<file path="src/rtl/pipe_hazard_core.sv">
// Hazard detection and forwarding for the stages after decode, driven by per-stage Tnew countdowns.
// Optional PIPE_STALL_CNT_EN adds a 32-bit stall-cycle counter with synchronous clear.
module pipe_hazard_core #(
  parameter int unsigned DW     = 32,
  parameter int unsigned RAW    = 5,
  parameter int unsigned NSTAGE = 3,
  parameter int unsigned NRP    = 2,
  parameter int unsigned TW     = 2
) (
  input  logic                                  clk,
  input  logic                                  reset_n,
  input  logic                                  flush,
  input  logic                                  id_valid,
  input  logic [NRP*RAW-1:0]                    id_rs,
  input  logic [NRP*TW-1:0]                     id_tuse,
  input  logic [NRP-1:0]                        id_use,
  input  logic [RAW-1:0]                        id_rd,
  input  logic                                  id_wen,
  input  logic [TW-1:0]                         id_tnew,
  input  logic [NSTAGE*DW-1:0]                  stg_res,
  output logic                                  stall,
`ifdef PIPE_STALL_CNT_EN
  input  logic                                  stall_cnt_clr,
  output logic [31:0]                           stall_cnt,
`endif
  output logic [NRP*$clog2(NSTAGE+1)-1:0]       fwd_sel,
  output logic [NRP*DW-1:0]                     fwd_data,
  output logic [NSTAGE-1:0]                     stg_vld,
  output logic [NSTAGE-1:0]                     stg_wen,
  output logic [NSTAGE*RAW-1:0]                 stg_rd
);

  localparam int unsigned SW = $clog2(NSTAGE + 1);

  logic [NSTAGE-1:0]      vld_q, wen_q;
  logic [NSTAGE*RAW-1:0]  rd_q;
  logic [NSTAGE*TW-1:0]   tnew_q;
  logic [NRP-1:0]         stall_req;
  logic                   found;
  logic                   load;

  assign load = ~stall & ~flush;

  always_ff @(posedge clk or negedge reset_n) begin
    if (!reset_n) begin
      vld_q  <= '0;
      wen_q  <= '0;
      rd_q   <= '0;
      tnew_q <= '0;
    end else begin
      vld_q[0]        <= load & id_valid;
      wen_q[0]        <= load & id_wen;
      rd_q[RAW-1:0]   <= load ? id_rd : '0;
      tnew_q[TW-1:0]  <= load ? id_tnew : '0;
      for (int k = 1; k < NSTAGE; k++) begin
        vld_q[k]            <= vld_q[k-1];
        wen_q[k]            <= wen_q[k-1];
        rd_q[k*RAW +: RAW]  <= rd_q[(k-1)*RAW +: RAW];
        tnew_q[k*TW +: TW]  <= (tnew_q[(k-1)*TW +: TW] != '0) ?
                               tnew_q[(k-1)*TW +: TW] - TW'(1) : '0;
      end
    end
  end

  // Youngest matching stage is the producer; older matches are shadowed.
  always_comb begin
    stall_req = '0;
    fwd_sel   = '0;
    fwd_data  = '0;
    found     = 1'b0;
    for (int p = 0; p < NRP; p++) begin
      found = 1'b0;
      for (int k = 0; k < NSTAGE; k++) begin
        if (!found && id_use[p] && vld_q[k] && wen_q[k] &&
            (rd_q[k*RAW +: RAW] == id_rs[p*RAW +: RAW]) && (id_rs[p*RAW +: RAW] != '0)) begin
          found = 1'b1;
          if (tnew_q[k*TW +: TW] == '0) begin
            fwd_sel[p*SW +: SW]  = SW'(k + 1);
            fwd_data[p*DW +: DW] = stg_res[k*DW +: DW];
          end else if (tnew_q[k*TW +: TW] > id_tuse[p*TW +: TW]) begin
            stall_req[p] = 1'b1;
          end
        end
      end
    end
    stall = id_valid & (|stall_req);
  end

  assign stg_vld = vld_q;
  assign stg_wen = wen_q;
  assign stg_rd  = rd_q;

`ifdef PIPE_STALL_CNT_EN
  logic [31:0] stall_cnt_q;

  always_ff @(posedge clk or negedge reset_n) begin
    if (!reset_n) begin
      stall_cnt_q <= '0;
    end else if (stall_cnt_clr) begin
      stall_cnt_q <= '0;
    end else if (stall) begin
      stall_cnt_q <= stall_cnt_q + 32'd1;
    end
  end

  assign stall_cnt = stall_cnt_q;
`endif

endmodule

</file>
<file path="config.mk">
export PLATFORM = sky130hd
export DESIGN_NAME = pipe_hazard_core
export DESIGN_NICKNAME = d
export VERILOG_FILES = /design/src/rtl/pipe_hazard_core.sv
export SDC_FILE = /design/constraint.sdc
export NUM_CORES = 1
export LEC_CHECK = 0
export CAP_MARGIN = 20
export CORE_MARGIN = 2
export CORE_UTILIZATION = 30
export CTS_BUF_LIST = sky130_fd_sc_hd__clkbuf_16
export DETAILED_ROUTE_END_ITERATION = 12
export GPL_ROUTABILITY_DRIVEN = 0
export PLACE_DENSITY = 0.82
export SLEW_MARGIN = 10
export SYNTH_ARGS = -nofsm -noshare
export SYNTH_HDL_FRONTEND = slang
export SYNTH_SLANG_ARGS = --single-unit
</file>
<file path="constraint.sdc">
create_clock -name clk -period 3.6 [get_ports clk]
set_clock_uncertainty 0.1 [all_clocks]
set_input_delay 0.72 -clock clk [delete_from_list [all_inputs] [get_ports clk]]
set_output_delay 0.72 -clock clk [all_outputs]
set_load 0.05 [all_outputs]
</file>
# Word level (Yosys, flattened, before mapping)
# Index checks and enable logic that the tools add are counted.
# op_classes
order_cmp	6
n_mux	48
n_mul	0
n_reduce_logical	40
shift	0
n_eq_ne	6
add_sub_neg	2
bitwise	6
div_mod_pow	0
# ops
operator	count
two-way mux 32 bit	11
== test 5 bit	6
logical AND 1 bit	28
two-way mux 1 bit	24
two-way mux 2 bit	12
greater-than comparator 2 bit	6
nonzero test 5 bit	2
zero test 2 bit	3
two-way mux 5 bit	1
bitwise AND 1 bit	4
zero test 1 bit	4
nonzero test 2 bit	2
subtractor 2 x 1 -> 2 bit (second input constant)	2
inverter 1 bit	2
OR reduction 2 bit	1
# word_totals
inputBits	124
memories	0
ram_bits	0
elab_cells	112
latchBits	0
regBits	27
out_inout_bits	90
mem_bits_ro	0

# Longest topological paths before layout
# Gate-level depths: netlist of the first run.
# logic_depth
ltp_word	24
ltp_mapped	9
ltp_nobuf	8

# Least setup slack after synthesis of the first run
# No wires, ideal clock.
# synth_timing
kind	input to output
startpoint	input id_rs[1]
endpoint	output fwd_data[12]
slack_ns	-0.314
path_buffers	2
cell_stages	8
arrival_ns	3.094
required_time_ns	2.780
path_cell_list	or4_1 -> nor2_1 -> and3b_1 -> or4b_4 -> buf_6 -> buf_6 -> a21boi_0 -> o21ai_1
# synth_via
elab_chain_cells	18
word_cells_on_any_way	25
cone_classes	eq/ne (3); mux (7); reduce/logical (15)
# synth_lines
item	line	text
from (decl)	14	input logic [NRP*RAW-1:0] id_rs,
== test 5 bit	75	(rd_q[k*RAW +: RAW] == id_rs[p*RAW +: RAW]) && (id_rs[p*RAW +: RAW] != '0)) begin
logical AND 1 bit	74	if (!found && id_use[p] && vld_q[k] && wen_q[k] &&
logical AND 1 bit	75	
two-way mux 1 bit	74	
zero test 1 bit	74	
logical AND 1 bit (4 in a row)	74	
logical AND 1 bit	75	
two-way mux 1 bit	74	
zero test 1 bit	74	
logical AND 1 bit (4 in a row)	74	
logical AND 1 bit	75	
two-way mux 32 bit *	74	
to (decl)	27	output logic [NRP*DW-1:0] fwd_data,
# Every way passes the cells marked *; elsewhere a longest branch is shown, timed or not.

# Worst setup path after layout of the first run
# layout_timing
startpoint	input id_rs[0]
endpoint	output fwd_data[6]
# The elaborated chain is that of the path after synthesis.

==> metrics.yaml, run 1 <==
layout_commonest_cell: "clkdlybuf4s50_1"
run_status: "finished, violations left"
cts_buffers: 3
syn_area_per_cell_um2: 7.06
final_hold_viol_count: 0
setup_viol: 34
synth-seq-cells: 27
p_leak_nw: 3.19
ios: 214
grt_pass1_vias: 4815
fmax_mhz: 255
cap_violations: 0
ff2ff_setup_slack_ps: 1260
rsz0062_at_grt: "true"
ys.flop_type: "dfrtp_1"
dieHeight_um: 102
drive_above_1_share_pct: 41.5
rows: 35
clkLatencyLatePin_ps: 260
yosys.area.top_type: "dfrtp_1"
drc: 0
die_w_um: 102
finalNonFillerCells: 792
syn_nets: 547
cp_data_arrival_time_ps: 3100
cts_buffer_depth: 2
synth_cell_type_count: 43
cts_tree: "built"
grt_antenna_before_repair: 0
drt_iter0_markers: 183
dp.cells: 761
worstHoldPathType: "flop to flop"
layout_common_cells: "clkdlybuf4s50_1, buf_12, nand2_1, buf_4, dfrtp_1"
critPathMaxFanout: 8
clock_sinks: 27
dr.pass1.iters: 5
critPathRequiredTime_ps: 2780
detailed_place_hpwl_um: 10900
worst-setup-path-type: "primary input to primary output"
coreArea_um2: 9330
nets: 800
grt_use_total_pct: 31.4
cts_root_buf: "clkbuf_16"
yosys_warnings: 0
finalMaxSlewViolations: 0
viasPerCell: 5.69
synth_edf_count: 0
synth.top_cell.area_share_pct: 23.3
ant_nets: 0
holdWs_ps: 323
violations: "negative setup slack"
powerDensity_nw_per_um2: 132
max-vdd-ir-drop_mv: 0.286
synth.top_cells.by_area: "dfrtp_1, nand2_1, a22oi_1, xor2_1, a21boi_0"
cp-start-kind: "primary input"
initial_core_util_pct: 31.1
min_period_over_period_pct: 109
synth_cells: 411
numPortBuffers: 213
wl_per_cell_um: 21.9
diodes: 0
end_kind: "primary output"
tightest_slew_ps: 687
die_area_um2: 10500
finalWirelength_um: 17400
layout_setup_ws_ps: -321
relSlewSlack_pct: 54.0
period_needed_ps: 3920
grt_pass1_wl_um: 25200
clk_pin_slew_ps: 70
grt_max_degree: 28
synthesis.area_um2: 2900
dr_total_vias: 4509
overflow: 0
syn2layout_area_growth_pct: 159
async_reset_ff_share_pct: 100
ys_seq_area_share_pct: 23.3
h-tree-depth: 1
layer usage:
metal	track usage [%]	routed length, um	vias up
li1	-	-	1961
met1	34.1	5930	2171
met2	59.3	9240	302
met3	5.40	1320	75
met4	13.8	877	0
met5	0	0	-
registers in the layout, indices dropped and copies added (netlist names):
name,cells
stg_rd,15
tnew_q,6
stg_vld,3
stg_wen,3
path summary, 6_finish.rpt:
check	from	endpoint	cells after the start
max in group asynchronous	reset_n	stg_rd[11]	2
min in group asynchronous	reset_n	tnew_q[0]	2
min reg2reg	stg_wen[1]	stg_wen[2]	0
max	id_rs[0]	fwd_data[6]	11
max reg2reg	stg_rd[6]	stg_rd[2]	9
min	stg_wen[1]	stg_wen[2]	0
where the power goes:
part / switching [mW] / total [mW] / internal [mW]
sequential: 0.0210 / 0.339 / 0.318
combinational: 0.191 / 0.395 / 0.205
clock: 0.108 / 0.258 / 0.150
total: 0.320 / 0.992 / 0.673
Yosys cell counts (8+ instances only):
master,n
xnor2_1,11
nor2b_1,8
a22oi_1,39
xor2_1,19
o21ai_1,31
nand3b_1,9
a21boi_0,21
inv_1,18
dfrtp_1,27
ha_1,12
nand2_1,89
nor2_1,39
clkbuf_1,16
cell type report:
cell class | count | area (um^2)
Timing Repair Buffer | 273 | 3650
Clock inverter | 1 | 5.00
Fill cell | 505 | 1830
Clock buffer | 3 | 75.1
Inverter | 18 | 67.6
Sequential cell | 27 | 676
Multi-Input combinational cell | 341 | 2870
Tap cell | 129 | 161
worst max-delay path, stage by stage:
cell           delay [ps]
dlygate4sd2_1         280
buf_4                 170
xor2_1                240
nor2_1                120
and3b_1               210
or4b_4                540
buf_12                170
buf_16                130
a21boi_4              130
o21ai_2               210
buf_12                160
what timing repair did:
action,in CTS,in global routing
gates resized for setup,193,29
cloned,12,1
setup buffers,13,5
pin swaps,38,19
endpoints found under the setup margin,69,69
hold buffers,0,0
cells by family after synthesis:
group	count (synthesis)	share of synthesized area, %
xor+xnor	30	9.06
flops	27	23.3
fa+ha+maj	12	5.18
buf+inv	43	6.38
compound gates	118	27.3
simple gates	180	28.4
mux	1	0.345
per-stage QoR:
step / TNS [ps] / power [mW] / utilization (%) / worst slack, ps / area, um^2
CTS: -7200 / 0.971 / 79.5 / -260 / 7410
finish: -8290 / 0.992 / 80.4 / -321 / 7500
global route: -9000 / 1.02 / 80.4 / -321 / 7500
global placement: -18230 / 0.676 / 67.4 / -405 / 6280
detailed placement: -22460 / 0.689 / 67.4 / -500 / 6280
floorplan: -1290 / 0.451 / - / -233 / 3070
Power figures use the tool's default switching activity.
==> inputs of run 2 (changes only) <==
Settings changed: SLEW_MARGIN 10 to 20.
==> results of run 2 <==
Same layout as run 1: the final DEF is identical, and so are final timing and power.
